==> src/rtl/nec_pkg.sv <==
// Shared types and frame field positions for the NEC command sink.
package nec_pkg;

    typedef enum logic [1:0] {
        S_IDLE,
        S_CHECK,
        S_PUSH
    } state_e;

    localparam int unsigned ADDR_LSB  = 0;
    localparam int unsigned IADDR_LSB = 8;
    localparam int unsigned CMD_LSB   = 16;
    localparam int unsigned ICMD_LSB  = 24;

    typedef struct packed {
        logic [15:0] addr;
        logic [7:0]  cmd;
        logic        rpt;
    } cmd_entry_t;

endpackage

==> src/rtl/nec_cmd_fifo.sv <==
// Show-ahead synchronous FIFO for decoded NEC command entries.
// Pointers carry one extra wrap bit so full and empty are distinguishable.
module nec_cmd_fifo
    import nec_pkg::*;
#(
    parameter int unsigned DEPTH = 4
) (
    input  logic                     clk,
    input  logic                     rst_n,
    input  logic                     push,
    input  cmd_entry_t               wdata,
    input  logic                     pop,
    output cmd_entry_t               rdata,
    output logic                     full,
    output logic                     empty,
    output logic [$clog2(DEPTH):0]   count
);

    localparam int unsigned AW = $clog2(DEPTH);

    cmd_entry_t  mem [DEPTH];
    logic [AW:0] wr_ptr_q;
    logic [AW:0] rd_ptr_q;
    logic        do_push;
    logic        do_pop;

    assign empty   = (wr_ptr_q == rd_ptr_q);
    assign full    = (wr_ptr_q[AW] != rd_ptr_q[AW]) && (wr_ptr_q[AW-1:0] == rd_ptr_q[AW-1:0]);
    assign count   = wr_ptr_q - rd_ptr_q;
    assign do_pop  = pop && !empty;
    // A pop in the same cycle frees the slot being written.
    assign do_push = push && (!full || pop);
    assign rdata   = mem[rd_ptr_q[AW-1:0]];

    always_ff @(posedge clk) begin
        if (do_push) begin
            mem[wr_ptr_q[AW-1:0]] <= wdata;
        end
    end

    always_ff @(posedge clk or negedge rst_n) begin
        if (!rst_n) begin
            wr_ptr_q <= '0;
            rd_ptr_q <= '0;
        end else begin
            if (do_push) begin
                wr_ptr_q <= wr_ptr_q + 1'b1;
            end
            if (do_pop) begin
                rd_ptr_q <= rd_ptr_q + 1'b1;
            end
        end
    end

endmodule

==> src/rtl/nec_cmd_sink.sv <==
// Validates NEC frames, tags held-key repeats and queues commands for downstream logic.
// Define NEC_EXT_ADDR_EN for extended 16-bit addressing (address inverse not checked).
module nec_cmd_sink
    import nec_pkg::*;
#(
    parameter int unsigned FIFO_DEPTH    = 4,
    parameter int unsigned REPEAT_WINDOW = 6000000,
    parameter int unsigned CNT_W         = 8
) (
    input  logic              iCLK_50,
    input  logic              iRST_n,
    input  logic              iDATA_READY,
    input  logic [31:0]       iDATA,
    output logic              oCMD_VALID,
    input  logic              iCMD_READY,
    output logic [15:0]       oCMD_ADDR,
    output logic [7:0]        oCMD,
    output logic              oCMD_REPEAT,
    output logic              oFIFO_FULL,
    output logic [CNT_W-1:0]  oERR_CNT,
    output logic [CNT_W-1:0]  oDROP_CNT
);

    localparam int unsigned WIN_W = (REPEAT_WINDOW > 1) ? $clog2(REPEAT_WINDOW) : 1;
    localparam logic [WIN_W-1:0] WIN_RELOAD = WIN_W'(REPEAT_WINDOW - 1);
    localparam int unsigned FCW = $clog2(FIFO_DEPTH) + 1;

    logic [1:0]       rst_sync_q;
    logic             rst_n;
    logic             ready_q;
    logic             edge_det;
    state_e           state_q;
    state_e           state_d;
    logic             latch_frame;
    logic             check_cycle;
    logic             push_cycle;
    logic [31:0]      frame_q;
    logic [31:0]      last_frame_q;
    logic             ok_c;
    logic             ok_q;
    logic [WIN_W-1:0] window_q;
    logic [CNT_W-1:0] err_cnt_q;
    logic [CNT_W-1:0] drop_cnt_q;
    logic [CNT_W:0]   drop_sum;
    logic             accept;
    logic             can_push;
    logic             drop_full;
    logic             drop_busy;
    logic             pop;
    logic             fifo_push;
    logic             fifo_full;
    logic             fifo_empty;
    logic [FCW-1:0]   fifo_count;
    cmd_entry_t       wr_entry;
    cmd_entry_t       head;

    // Reset asserts asynchronously but releases on a clock edge.
    always_ff @(posedge iCLK_50 or negedge iRST_n) begin
        if (!iRST_n) begin
            rst_sync_q <= 2'b00;
        end else begin
            rst_sync_q <= {rst_sync_q[0], 1'b1};
        end
    end
    assign rst_n = rst_sync_q[1];

    always_ff @(posedge iCLK_50 or negedge rst_n) begin
        if (!rst_n) begin
            ready_q <= 1'b0;
        end else begin
            ready_q <= iDATA_READY;
        end
    end
    assign edge_det = iDATA_READY && !ready_q;

    always_ff @(posedge iCLK_50 or negedge rst_n) begin
        if (!rst_n) begin
            state_q <= S_IDLE;
        end else begin
            state_q <= state_d;
        end
    end

    always_comb begin
        state_d = state_q;
        unique case (state_q)
            S_IDLE:  if (edge_det) state_d = S_CHECK;
            S_CHECK: state_d = S_PUSH;
            S_PUSH:  state_d = S_IDLE;
            default: state_d = S_IDLE;
        endcase
    end

    always_comb begin
        latch_frame = (state_q == S_IDLE) && edge_det;
        check_cycle = (state_q == S_CHECK);
        push_cycle  = (state_q == S_PUSH);
    end

`ifdef NEC_EXT_ADDR_EN
    assign ok_c = (frame_q[CMD_LSB +: 8] == ~frame_q[ICMD_LSB +: 8]);
    assign wr_entry.addr = frame_q[ADDR_LSB +: 16];
`else
    assign ok_c = (frame_q[CMD_LSB +: 8] == ~frame_q[ICMD_LSB +: 8])
               && (frame_q[ADDR_LSB +: 8] == ~frame_q[IADDR_LSB +: 8]);
    assign wr_entry.addr = {8'h00, frame_q[ADDR_LSB +: 8]};
`endif
    assign wr_entry.cmd = frame_q[CMD_LSB +: 8];
    assign wr_entry.rpt = (frame_q == last_frame_q) && (window_q != '0);

    assign pop       = !fifo_empty && iCMD_READY;
    assign can_push  = (fifo_count != FCW'(FIFO_DEPTH)) || pop;
    assign accept    = push_cycle && ok_q;
    assign fifo_push = accept && can_push;
    assign drop_full = accept && !can_push;
    assign drop_busy = edge_det && (state_q != S_IDLE);
    assign drop_sum  = {1'b0, drop_cnt_q} + (CNT_W + 1)'(drop_full) + (CNT_W + 1)'(drop_busy);

    always_ff @(posedge iCLK_50 or negedge rst_n) begin
        if (!rst_n) begin
            frame_q      <= '0;
            ok_q         <= 1'b0;
            last_frame_q <= '0;
            window_q     <= '0;
            err_cnt_q    <= '0;
            drop_cnt_q   <= '0;
        end else begin
            if (latch_frame) frame_q <= iDATA;
            if (check_cycle) ok_q <= ok_c;
            if (accept) begin
                last_frame_q <= frame_q;
                window_q     <= WIN_RELOAD;
            end else if (window_q != '0) begin
                window_q <= window_q - 1'b1;
            end
            if (push_cycle && !ok_q && (err_cnt_q != '1)) begin
                err_cnt_q <= err_cnt_q + 1'b1;
            end
            drop_cnt_q <= drop_sum[CNT_W] ? '1 : drop_sum[CNT_W-1:0];
        end
    end

    nec_cmd_fifo #(
        .DEPTH (FIFO_DEPTH)
    ) u_fifo (
        .clk   (iCLK_50),
        .rst_n (rst_n),
        .push  (fifo_push),
        .wdata (wr_entry),
        .pop   (pop),
        .rdata (head),
        .full  (fifo_full),
        .empty (fifo_empty),
        .count (fifo_count)
    );

    // Head fields are gated so stale storage never shows while the queue is empty.
    assign oCMD_VALID  = !fifo_empty;
    assign oCMD_ADDR   = fifo_empty ? 16'h0000 : head.addr;
    assign oCMD        = fifo_empty ? 8'h00 : head.cmd;
    assign oCMD_REPEAT = !fifo_empty && head.rpt;
    assign oFIFO_FULL  = fifo_full;
    assign oERR_CNT    = err_cnt_q;
    assign oDROP_CNT   = drop_cnt_q;

endmodule

==> config.mk <==
export PLATFORM = sky130hd
export DESIGN_NAME = nec_cmd_sink
export DESIGN_NICKNAME = d
export VERILOG_FILES = /design/src/rtl/nec_pkg.sv /design/src/rtl/nec_cmd_fifo.sv /design/src/rtl/nec_cmd_sink.sv
export SDC_FILE = /design/constraint.sdc
export NUM_CORES = 1
export LEC_CHECK = 0
export ABC_AREA = 1
export BUFFER_PORTS_ARGS = -buffer_cell sky130_fd_sc_hd__buf_2
export CAP_MARGIN = 10
export CORE_MARGIN = 2
export CORE_UTILIZATION = 40
export CTS_CLUSTER_SIZE = 40
export DETAILED_ROUTE_END_ITERATION = 12
export GPL_ROUTABILITY_DRIVEN = 0
export PLACE_DENSITY = 0.66
export SYNTH_ARGS = -nofsm -noshare
export SYNTH_HDL_FRONTEND = slang
export SYNTH_HIERARCHICAL = 1
export SYNTH_SLANG_ARGS = --single-unit
==> constraint.sdc <==
create_clock -name iCLK_50 -period 5.84 [get_ports iCLK_50]
set_clock_uncertainty 0.1 [all_clocks]
set_input_delay 1.752 -clock iCLK_50 [delete_from_list [all_inputs] [get_ports iCLK_50]]
set_output_delay 1.752 -clock iCLK_50 [all_outputs]
set_load 0.02 [all_outputs]
---- After elaboration in Yosys (flattened, before gate mapping) ----
Memories as Yosys holds them, arrays and structs flattened.
Index checks and enable logic that the tools add are counted.
operators by class
  mux-type cells .......................... 9
  equality and inequality tests ........... 11
  add/subtract/negate cells ............... 7
  bitwise logic cells ..................... 2
  reduce and logical (&&, ||, !) cells .... 26
operator list
  kind                   count
  $mux 23                2
  $eq 32x32->1           1
  $reduce_bool 23->1     1
  $sub 23x1->23 const B  1
  $eq 8x8->1             2
  $mux 16                1
  $mux 8                 2
  $not 8->8              2
  $logic_and 1x1->1      15
  $add 8x1->9            1
  $add 9x1->9            1
  $add 8x1->8 const B    1
  $ne 8x8->1 const B     1
  $add 3x1->3 const B    2
  $logic_not 1->1        5
  $pmux 2 s2             1
  $reduce_bool 2->1      2
  $eq 3x3->1             1
  $ne 3x3->1 const B     1
  $sub 3x3->3            1
  $eq 2x1->1 const B     1
  $eq 2x2->1             1
  $eq 2x2->1 const B     1
  $logic_not 2->1        1
  other kinds (5)        7
word-level totals
  memories kept ........................... 1
  input port bits ......................... 36
  output and inout bits ................... 43
  logic and storage cells ................. 67
  memory bits (writable) .................. 68
  bits in registers ....................... 115
memory list
  name        depth  bits a word  rd ports  clocked after memory_dff  write ports  line                source
  u_fifo.mem  4      17           1         0                         1            nec_cmd_fifo.sv:21  cmd_entry_t mem [DEPTH];

---- Logic depth before layout (Yosys ltp) ----
  depth in word-level cells ............... 9
  gate-level depth with buffers ........... 22
  depth with buffers taken out ............ 20

---- Modules after synthesis ----
The synthesis kept the hierarchy.
modules (own cells, without submodules)
  module        instances  area each (sq um)  cells each  sequential area each (sq um)
  nec_cmd_sink  1          5666.7             748         2727.6
  nec_cmd_fifo  1          4194.0             305         3153.0

---- Worst setup path after synthesis ----
Ideal clock, no wire load.
  path kind ............................... input port to flip-flop
  start point ............................. in iCMD_READY
  end point ............................... mem u_fifo/mem[2][0] (netlist name) (enable)
  data arrival time ....................... 3490 ps
  library setup time ...................... 407 ps
  stages on the path ...................... 7
  required time ........................... 5333 ps
  buffers on the path ..................... 0
  setup slack ............................. 1843 ps
  cell sequence ........................... nand2_1 > inv_1 > nor4_1 > or2_1 > inv_1 > nand2_2 > nor2_1
on the way
  word-level cells in the longest chain between the ends .. 6
  elaborated cells between the ends (all ways) .. 7
  classes of those cells .................. 2 x mux; 5 x reduce/logical
RTL lines
  element                       line                 source
  start, declared               nec_cmd_sink.sv:15   input logic iCMD_READY,
  $logic_and 1x1->1             nec_cmd_sink.sv:111  assign pop = !fifo_empty && iCMD_READY;
  named net pop                 nec_cmd_sink.sv:49   logic pop;
  $logic_or 1x1->1              nec_cmd_sink.sv:112  assign can_push = (fifo_count != FCW'(FIFO_DEPTH)) || pop;
  $logic_and 1x1->1             nec_cmd_sink.sv:114  assign fifo_push = accept && can_push;
  named net fifo_push           nec_cmd_sink.sv:50   logic fifo_push;
  $logic_and 1x1->1             nec_cmd_fifo.sv:32   assign do_push = push && (!full || pop);
  $mux 1                        nec_cmd_fifo.sv:36   if (do_push) begin
  $mux 1 (not written as such)  nec_cmd_fifo.sv:37   mem[wr_ptr_q[AW-1:0]] <= wdata;
  end, declared                 nec_cmd_fifo.sv:21
The timed path passes the listed nets, and every way through them passes these cells.

---- Worst setup path in the final report ----
  start point ............................. reg u_fifo.rd_ptr_q[1]
  end point ............................... out oCMD_ADDR[4]
on the way
  word-level cells in the longest chain between the ends .. 2
  elaborated cells between the ends (all ways) .. 3
  classes of those cells .................. 1 x eq/ne; 1 x mux; 1 x memory
RTL lines
  element                 line                 source
  start, declared         nec_cmd_fifo.sv:23   logic [AW:0] rd_ptr_q;
  start signal, assigned  nec_cmd_fifo.sv:50   rd_ptr_q <= rd_ptr_q + 1'b1;
  $eq 3x3->1              nec_cmd_fifo.sv:27   assign empty = (wr_ptr_q == rd_ptr_q);
  named net fifo_empty    nec_cmd_sink.sv:52   logic fifo_empty;
  $mux 16                 nec_cmd_sink.sv:159  assign oCMD_ADDR = fifo_empty ? 16'h0000 : head.addr;
  end, declared           nec_cmd_sink.sv:16   output logic [15:0] oCMD_ADDR,
The timed path passes the listed nets, and every way through them passes these cells.

==> impl_metrics.json <==
{
  "status": "finished, final reports clean",
  "hpwl_um": 13700,
  "ys_types": 40,
  "dpl.cell_count": 1458,
  "ys_ff_latch": 215,
  "fillers": 2300,
  "start_util": 0.407,
  "fmax_ghz": 0.205,
  "io_pins": 79,
  "worst_pin_slew_ns": 1.12,
  "cap_viol_max_count": 0,
  "drc": 0,
  "track_usage": 0.165,
  "vdd.ir_drop.worst_mv": 0.184,
  "crit_path_start": "u_fifo/rd_ptr_q[1]",
  "rsz0062_at_grt": "no",
  "htreeDepth": 1,
  "fp.dieArea_um2": 25900,
  "insertion_delay_ns": 0.51,
  "cts_tree": "done",
  "hold_buffers": 0,
  "slew_headroom": 0.253,
  "first_pass_iters": 5,
  "post_cts_buffers": 0,
  "setup_viol": 0,
  "crit_required_ns": 3.99,
  "port_buffers": 78,
  "drtIter0Drc": 457,
  "final_cell_mix": "242 x nand2_1, 154 x nor2_1, 114 x dfrtp_1",
  "mostFrequentLayoutCell": "nand2_1",
  "grt_max_degree": 75,
  "syn_inst": 1053,
  "antenna_found_initial": 0,
  "cts_sinks": 215,
  "worstHoldStart": "rst_sync_q[0]",
  "ff2ff_setup_slack_ns": 1.41,
  "grt_pass1_vias": 6965,
  "setup_tns_ns": 0,
  "cts_buffers": 24,
  "power.density_nw_per_um2": 321,
  "vias": 7059,
  "rows": 57,
  "grt_overflow": 0,
  "leakagePower_nw": 5.23,
  "cts.clk_slew.worst_paths_ns": 0.06,
  "synth-edff-count": 100,
  "synth_area_um2": 9860,
  "worst-endpoint-arrival_ns": 3.02,
  "synth_top_flop_cell": "dfrtp_1",
  "wire_per_inst_um": 14.0,
  "yosysSeqAreaShare": 0.596,
  "core_area_um2": 24200,
  "startpoint_type": "flip-flop",
  "endpoint": "oCMD_ADDR[4]",
  "drv_slew": 0,
  "cp-end-kind": "output pin",
  "antenna_left": 0,
  "hold_violations": 0,
  "r2r-end": "oDROP_CNT[2]",
  "period_share": 0.834,
  "hold_path.class": "reg2reg",
  "fin_cells": 1502,
  "finalWirelength_um": 21000,
  "synthArstFlopShare": 0.535,
  "antenna_cells": 0,
  "crit_path_max_fanout": 28,
  "yosys_warnings": 6,
  "r2r-start": "u_fifo/rd_ptr_q[1]",
  "crit_type": "reg2out",
  "fin_nets": 1208,
  "die_w_um": 161,
  "syn_to_final_growth_pct": 16.3,
  "fin_crit_ns": 4.87,
  "drive_gt1_frac": 0.139,
  "clockRootBuffer": "clkbuf_16",
  "grt_pass1_wl_um": 34600,
  "clockBufferDepth": 3,
  "worstRegToRegCells": 21,
  "synth.avg_cell_area_um2": 9.36,
  "chipHeight_um": 161,
  "via_per_inst": 4.70,
  "cts_resized": 0
}
critical path, stage by stage, from the launching register on:
cell     delay, ns
dfrtp_1       0.32
buf_4         0.28
inv_2         0.28
ha_1          0.36
nand2_1       0.07
inv_1         0.16
nand2_4       0.10
inv_1         0.58
nor2_1        0.13
buf_2         0.19
worst min path at each step:
stage	slack, ns	to	depth (start not counted)
final	0.25	rst_sync_q[1]	0
after global routing	0.26	rst_sync_q[1]	0
after CTS	0.25	rst_sync_q[1]	0
after detailed placement	0.24	rst_sync_q[1]	0
after global placement	0.23	rst_sync_q[1]	0
after floorplan	0.23	rst_sync_q[1]	0
power breakdown:
group	internal (mW)	total, mW	switching, mW
combinational	0.121	0.313	0.191
sequential	1.69	1.83	0.140
clock	0.922	1.54	0.621
total	2.73	3.68	0.952
Yosys cell counts, types with 8 or more instances:
cell	count	area (um2)
clkbuf_1	10	37.5
nand2_1	242	908
edfxtp_1	100	3000
nand3_1	39	195
buf_2	16	80.1
dfrtp_1	115	2880
o21ai_0	113	566
nor2_2	9	56.3
ha_1	10	125
nor2_1	157	589
xor2_1	33	289
inv_1	112	420
o22ai_1	26	163
o21ai_1	8	40.0
metal layers:
layer | global-route usage | vias to the layer above | part of all wire
met4 | 0.0398 | 0 | 0.018
met5 | 0 | - | 0
li1 | - | 3576 | -
met3 | 0.0229 | 29 | 0.044
met2 | 0.295 | 138 | 0.49
met1 | 0.213 | 3316 | 0.44
flip-flops by register name (all words and copies together) (netlist names):
register / cells
rst_sync_q: 2
u_fifo/mem: 100
frame_q: 32
oDROP_CNT: 8
oERR_CNT: 8
ok_q: 1
u_fifo/wr_ptr_q: 3
u_fifo/rd_ptr_q: 3
last_frame_q: 32
state_q: 2
ready_q: 1
window_q: 23
kinds of logic after synthesis:
logic type	after synthesis	synth area share
AO/OA/AOI/OAI	159	0.0863
buffers and inverters	152	0.0641
XOR/XNOR	37	0.0329
other	2	0.000762
AND/OR/NAND/NOR	476	0.203
flip-flops	215	0.596
adder cells (fa/ha/maj)	12	0.0167
final cells by class:
type	count	area, um2	area share
flip-flops and latches	215	5880	0.513
multi-input cells	717	3470	0.303
clock buffers	27	633	0.0552
repair buffers	85	443	0.0386
inverters	117	442	0.0385
well taps	324	405	0.0354
clock inverters	17	188	0.0164
stage by stage:
stage                util  hold slack, ns  power (mW)  area (um2)  setup slack, ns
floorplan               -           0.231        2.03        9980             1.84
global placement    0.439           0.235        2.16       10600             1.41
detailed placement  0.439           0.239        2.17       10600             1.31
CTS                 0.473           0.254        3.73       11500            0.867
global route        0.473           0.255        3.85       11500            0.674
finish              0.473           0.250        3.68       11500            0.970
Note: power is estimated with default switching activity, not from simulation.
